### config.mk
export PLATFORM = sky130hd
export DESIGN_NAME = video_math_arb
export DESIGN_NICKNAME = d
export VERILOG_FILES = /design/src/rtl/video_math_arb.sv
export SDC_FILE = /design/constraint.sdc
export NUM_CORES = 1
export LEC_CHECK = 0
export CORE_MARGIN = 2
export CORE_UTILIZATION = 39
export CTS_CLUSTER_SIZE = 8
export DETAILED_ROUTE_END_ITERATION = 16
export PLACE_DENSITY = 0.86
export SYNTH_ARGS = -nofsm -noshare
export SYNTH_HDL_FRONTEND = slang
export SYNTH_SLANG_ARGS = --single-unit
### constraint.sdc
create_clock -name CLK_VIDEO -period 5 [get_ports CLK_VIDEO]
set_clock_uncertainty 0.05 [all_clocks]
set_input_delay 0.75 -clock CLK_VIDEO [delete_from_list [all_inputs] [get_ports CLK_VIDEO]]
set_output_delay 0.75 -clock CLK_VIDEO [all_outputs]
set_load 0.02 [all_outputs]
### src/rtl/video_math_arb.sv
// Round-robin arbiter that lends one shared 12x12 multiplier and one 24/12 divider to NREQ requesters.
// Optional macro VIDEO_MATH_DIVZERO_EN: divide by zero bypasses the divider and returns 24'hFFFFFF.
module video_math_arb #(
   parameter int NREQ = 2
) (
   input  logic                 CLK_VIDEO,
   input  logic                 reset,
   input  logic [NREQ-1:0]      req,
   input  logic [NREQ-1:0]      op,
   input  logic [24*NREQ-1:0]   arg_a,
   input  logic [12*NREQ-1:0]   arg_b,
   output logic [NREQ-1:0]      ack,
   output logic [23:0]          res,
   output logic                 busy,
   output logic                 mul_start,
   output logic [11:0]          mul_arg1,
   output logic [11:0]          mul_arg2,
   input  logic                 mul_run,
   input  logic [23:0]          mul_res,
   output logic                 div_start,
   output logic [23:0]          div_num,
   output logic [11:0]          div_den,
   input  logic                 div_run,
   input  logic [23:0]          div_res
);

   // state | meaning
   // IDLE  | waiting for a request while both engines are idle
   // ISSUE | one-cycle start pulse to the selected engine
   // WAIT  | waiting for the engine's run to drop (first cycle ignored)
   // DONE  | one-cycle ack to the granted requester
   typedef enum logic [1:0] {S_IDLE, S_ISSUE, S_WAIT, S_DONE} state_t;

   localparam int GW = $clog2(NREQ);

   state_t          state, state_nxt;
   logic [GW-1:0]   last_grant, grant_q, grant_sel;
   logic            grant_hit, can_grant;
   logic            sel_op, sel_dz;
   logic [23:0]     sel_a;
   logic [11:0]     sel_b;
   logic            op_q;
   logic [23:0]     a_q;
   logic [11:0]     b_q;
   logic            wait_armed;
   logic            eng_run;

   // search order starts one past the last winner
   always_comb begin
      grant_hit = 1'b0;
      grant_sel = '0;
      sel_op    = 1'b0;
      sel_a     = '0;
      sel_b     = '0;
      for (int k = 1; k <= NREQ; k++) begin
         for (int i = 0; i < NREQ; i++) begin
            if (!grant_hit && req[i] && (i == ((int'(last_grant) + k) % NREQ))) begin
               grant_hit = 1'b1;
               grant_sel = GW'(i);
               sel_op    = op[i];
               sel_a     = arg_a[24*i +: 24];
               sel_b     = arg_b[12*i +: 12];
            end
         end
      end
   end

`ifdef VIDEO_MATH_DIVZERO_EN
   assign sel_dz = sel_op && (sel_b == 12'd0);
`else
   assign sel_dz = 1'b0;
`endif

   assign can_grant = grant_hit && !mul_run && !div_run;
   assign eng_run   = op_q ? div_run : mul_run;

   always_ff @(posedge CLK_VIDEO) begin
      if (reset) state <= S_IDLE;
      else       state <= state_nxt;
   end

   always_comb begin
      state_nxt = state;
      case (state)
         S_IDLE:  if (can_grant) state_nxt = sel_dz ? S_DONE : S_ISSUE;
         S_ISSUE: state_nxt = S_WAIT;
         S_WAIT:  if (wait_armed && !eng_run) state_nxt = S_DONE;
         S_DONE:  state_nxt = S_IDLE;
         default: state_nxt = S_IDLE;
      endcase
   end

   always_comb begin
      ack       = '0;
      busy      = (state != S_IDLE);
      mul_start = 1'b0;
      div_start = 1'b0;
      case (state)
         S_ISSUE: begin
            mul_start = !op_q;
            div_start = op_q;
         end
         S_DONE:  ack[grant_q] = 1'b1;
         default: ;
      endcase
   end

   always_ff @(posedge CLK_VIDEO) begin
      if (reset) begin
         last_grant <= GW'(NREQ-1);
         grant_q    <= '0;
         op_q       <= 1'b0;
         a_q        <= '0;
         b_q        <= '0;
         res        <= '0;
         wait_armed <= 1'b0;
      end else begin
         if (state == S_IDLE && can_grant) begin
            grant_q <= grant_sel;
            op_q    <= sel_op;
            a_q     <= sel_a;
            b_q     <= sel_b;
            if (sel_dz) res <= 24'hFFFFFF;
         end
         // run is not yet valid in the first WAIT cycle
         wait_armed <= (state == S_WAIT);
         if (state == S_WAIT && wait_armed && !eng_run)
            res <= op_q ? div_res : mul_res;
         if (state == S_DONE)
            last_grant <= grant_q;
      end
   end

   assign mul_arg1 = a_q[11:0];
   assign mul_arg2 = b_q;
   assign div_num  = a_q;
   assign div_den  = b_q;

endmodule

# == Yosys cells after proc, flatten, opt, wreduce, memory -nomap -nowiden ==
# Cells that the tools add are included.
# classes
n_eq_ne,7
n_mul,0
n_shift,0
n_div,0
n_bitwise,2
mux,29
n_lt_le_gt_ge,2
add_sub_neg,2
n_reduce_logical,26
# ops
op,n
24-bit 2-to-1 mux,5
32-bit logical NOT,2
12-bit 2-to-1 mux,4
1-bit 2-to-1 mux,15
1-bit logical AND,14
2-bit one-hot mux with 4 select lines,1
1-bit logical NOT,7
2-bit 2-to-1 mux,3
"2-bit equality test, first input constant",2
"2-bit equality test, second input constant",2
"2-bit inequality test, second input constant",2
"1-bit adder, second input constant",2
"1-bit bitwise AND, first input constant",2
"2-bit by 1-bit equality test with 1-bit output, second input constant",1
2-bit logical NOT,1
"1-bit by 2-bit < comparator with 1-bit output, second input constant",1
2-bit AND reduction,1
2-bit nonzero test,1
1-bit demux with 1-bit select,1
"1-bit >= comparator, second input constant",1
# word_totals
regBits,66
mem_bits_ro,0
n_memories,0
word_cells,76
ram_bits,0
latchBits,0
out_inout_bits,89

# == Depth between registers and ports, before layout ==
# logic_depth
word_depth,21
depth_mapped,8

# == Least setup slack after synthesis ==
# OpenSTA, ideal clock, no wires.
# synth_timing
path_type,input to register
from,in mul_run
to,reg res[0]
arrival_time_ns,1.576
stages,5
setup_slack_ns,3.228
cell_sequence,mux2_4 nor3_4 buf_6 buf_6 a211oi_2
# synth_via
elab_chain_len,3
# synth_rtl
item,line,text
from (decl),18,"input logic mul_run,"
1-bit 2-to-1 mux,75,assign eng_run = op_q ? div_run : mul_run;
1-bit logical NOT,127,if (state == S_WAIT && wait_armed && !eng_run)
1-bit logical AND,127,
to (signal assigned),128,res <= op_q ? div_res : mul_res;
to (decl),13,"output logic [23:0] res,"
# Every way passes these cells.
# A chain may end at the register's enable or synchronous reset.

# == Worst setup path in the final report ==
# layout_timing
from,reg state[0]
to,out busy
# layout_via
elab_chain_len,1
# layout_rtl
item,line,text
from (decl),36,"state_t state, state_nxt;"
from (signal assigned),79,else state <= state_nxt;
2-bit nonzero test,95,busy = (state != S_IDLE);
to (decl),14,"output logic busy,"
# Every way passes these cells.

==> summary.md <==
| Metric | Value |
|---|---|
| Outcome | `finished clean` |
| CTS tree | `yes` |
| CTS hold repair buffers | `0` |
| Mux cell area share after synthesis | `8.116%` |
| XOR/XNOR Fraction of Synth Area | `0%` |
| Required time worst endpoint | `4200 ps` |
| Reg-to-reg startpoint | `state[0]` |
| Warnings from Yosys | `0` |
| Slew Limit Fails | `0` |
| Starting DRT DRC Count | `136` |
| M3 GR Usage | `6.008%` |
| Gr usage total | `21.70%` |
| WP buf/inv | `3` |
| Sequential fraction of the synthesis area | `40.43%` |
| Pre-antenna DRT Iters | `4` |
| Most used cell, CP | `inv_1` |
| CP peak stage delay | `620 ps` |
| Hold crit path type | `reg2reg` |
| Worst Hold Launch | `div_num[15]` |
| Power Density | `279.3 nW/um^2` |
| I/O pins | `217` |
| Syn_area_per_cell | `8.692 um^2` |
| Die Footprint | `9128 um^2` |
| Worst Reg-to-Reg Cells | `7` |
| Post-synth top area cell | `dfxtp_1` |
| DRC viols | `0` |
| Initial antenna violation count | `0` |
| Final min period | `2543 ps` |
| Num CTS Buffers | `9` |
| Synth unique cells | `25` |
| #FFs+latches synth | `66` |
| Most Crowded Layer GR | `met2` |
| Routability congestion estimate | `0.7985` |
| Lkg Pwr | `1.816 nW` |
| Via density | `5.098` |
| Synthesized-area fraction occupied by adder cells | `1.531%` |
| Synth Cell Area | `3268 um^2` |
| Die height | `95.54 um` |
| First-pass GRT wire length | `15320 um` |
| Setup_tns | `0 ps` |
| CP Max Fanout | `4` |
| Cells along the critical path | `inv_1 -> ha_1 -> inv_1 -> clkdlybuf4s50_1` |
| Vias | `3390` |
| Synth Net Count | `508` |
| Initial cell density of the core | `39.98%` |
| Setup violations, final | `0` |
| Port Buf Inserts | `216` |
| Crit path capture type | `primary output` |
| Endpoints failing hold | `0` |
| RSZ-0062 raised after global routing | `false` |
| Max Freq | `393.2 MHz` |
| Layout area overhead | `66.73%` |
| Routed wire length | `10450 um` |
| Commonest non-fill, non-tap cell in the layout | `clkdlybuf4s50_1` |
| Synth Instances | `376` |
| Most frequent cells in the layout | `215 x clkdlybuf4s50_1, 78 x nand2_1, 66 x dfxtp_1` |
| Met1 GRT Util | `23.68%` |
| WHS Endpoint | `div_num[15]` |
| RR Endpoint | `div_num[21]` |
| Layout Nets | `688` |
| Vias in the first global route | `3293` |
| Grt met2 use | `39.28%` |
| Core Region | `8175 um^2` |
| Critical Path AT | `1740 ps` |
| Post-CTS Setup Bufs | `0` |
| Crit path max-delay family | `buffers and inverters` |
| CTS root buf | `clkbuf_8` |
| Share of layout cells above drive strength 1 | `9.464%` |
| Overflow after GRT | `0` |
| Hpwl dp | `7977 um` |
| Max-cap violations | `0` |
| Setup ws final | `2457 ps` |
| Compound-Gate Fraction of Synth Area | `18.38%` |
| Worst Hold Depth | `2` |
| Max rail drop VDD | `0.0001241 V` |
| Worst rel slew slack | `44.05%` |
| Largest net degree at the start of global routing | `49` |
| Die Span X | `95.54 um` |
| Largest cells by area after synthesis | `dfxtp_1 40%, a211oi_2 9.2%, nand2_1 9.0%` |
| WL/cell | `15.71 um` |
| # diodes | `0` |
| Slew @ Worst Pin | `834.4 ps` |
| Tcrit/Tclk final | `50.87%` |
| Setup CP Type | `reg2out` |
| Worst-Skew Late Latency | `330 ps` |
| Combinational family with the most area after synthesis | `simple AND/OR/NAND/NOR gates` |
| Startpoint class of the critical path | `flip-flop` |
| Finished Core Util | `66.65%` |
| Area share of and/or/nand/nor cells after synthesis | `19.37%` |
| Site row count | `33` |
| Post-synth top area share | `40.43%` |
| Flop-to-flop setup slack | `2740 ps` |
| Clk slew on worst S/H paths | `70 ps` |
| Clock sinks | `66` |
| DRT antenna net count | `0` |
| DP Worst Slack | `2093 ps` |
| Max clock buf depth | `2` |
| H-tree levels | `3` |
| Post-CTS sizing | `0` |
| Slowest-stage cell, CP | `clkdlybuf4s50_1` |
-- where the power goes --
group          switching [mW]  internal [mW]
sequential             0.0272          0.562
combinational           0.231          0.241
clock                   0.193          0.268
-- per-layer routing --
layer	up-vias	wire length (um)
met5	-	0
met4	0	202
met3	14	1116
met2	179	5113
met1	1564	4014
li1	1633	-
-- synth_stat cells (all sizes together) --
cell,n
o21ai,3
a21boi,2
inv,8
ha,4
nor2,27
o21a,1
nor3,1
o211ai,1
a211oi,24
nand3,37
o221a,1
nand2,78
mux2,1
a21oi,1
a31oi,37
nor2b,2
and2,1
buf,44
and3,1
clkbuf,10
dfxtp,66
nor3b,1
mux2i,25
-- worst reg2reg max path, stage by stage (launching register included) --
cell and delay [ps]:
dfxtp_1 340, inv_1 90, ha_1 240, nor3b_2 290, o21a_1 460, buf_4 370, nand3_1 120, a31oi_1 210
-- kinds of logic after synthesis --
group	count (synthesis)
simple gates	148
compound gates	70
flops	66
buf+inv	62
mux	26
fa+ha+maj	4
-- sequential cells by signal, indices dropped and copies added, names as in the netlist --
| register | cells |
|---|---|
| last_grant | 1 |
| div_num | 24 |
| state | 2 |
| grant_q | 1 |
| div_den | 12 |
| res | 24 |
| wait_armed | 1 |
| op_q | 1 |
-- stage by stage --
step	cell area [um^2]	instances	power, mW	hold slack (ps)
2_1_floorplan	3268	376	0.8530	417.7
5_1_grt	5449	665	1.590	454.4
3_5_place_dp	5245	650	1.073	427.6
6_report	5449	665	1.522	435.6
3_3_place_gp	5245	650	1.059	414.1
4_1_cts	5449	665	1.533	437.2
-- how the worst max path moves through the flow --
stage / cells past startpoint / slack [ps] / start / to
final: 4 / 2460 / state[0] / busy
after global routing: 5 / 2320 / req[0] / div_num[6]
after CTS: 3 / 2430 / op_q / mul_start
after detailed placement: 5 / 2090 / req[0] / div_num[6]
after global placement: 6 / 2220 / mul_run / div_num[15]
after floorplan: 5 / 3230 / mul_run / res[0]
-- cell type report --
| cell class | instances | area (um^2) |
|---|---|---|
| Clock buffer | 13 | 168.9 |
| Clock inverter | 2 | 35.03 |
| Fill cell | 664 | 2726 |
| Inverter | 8 | 30.03 |
| Multi-Input combinational cell | 248 | 1553 |
| Sequential cell | 66 | 1321 |
| Tap cell | 105 | 131.4 |
| Timing Repair Buffer | 223 | 2210 |
No activity file was read; power rests on OpenSTA's default activity.
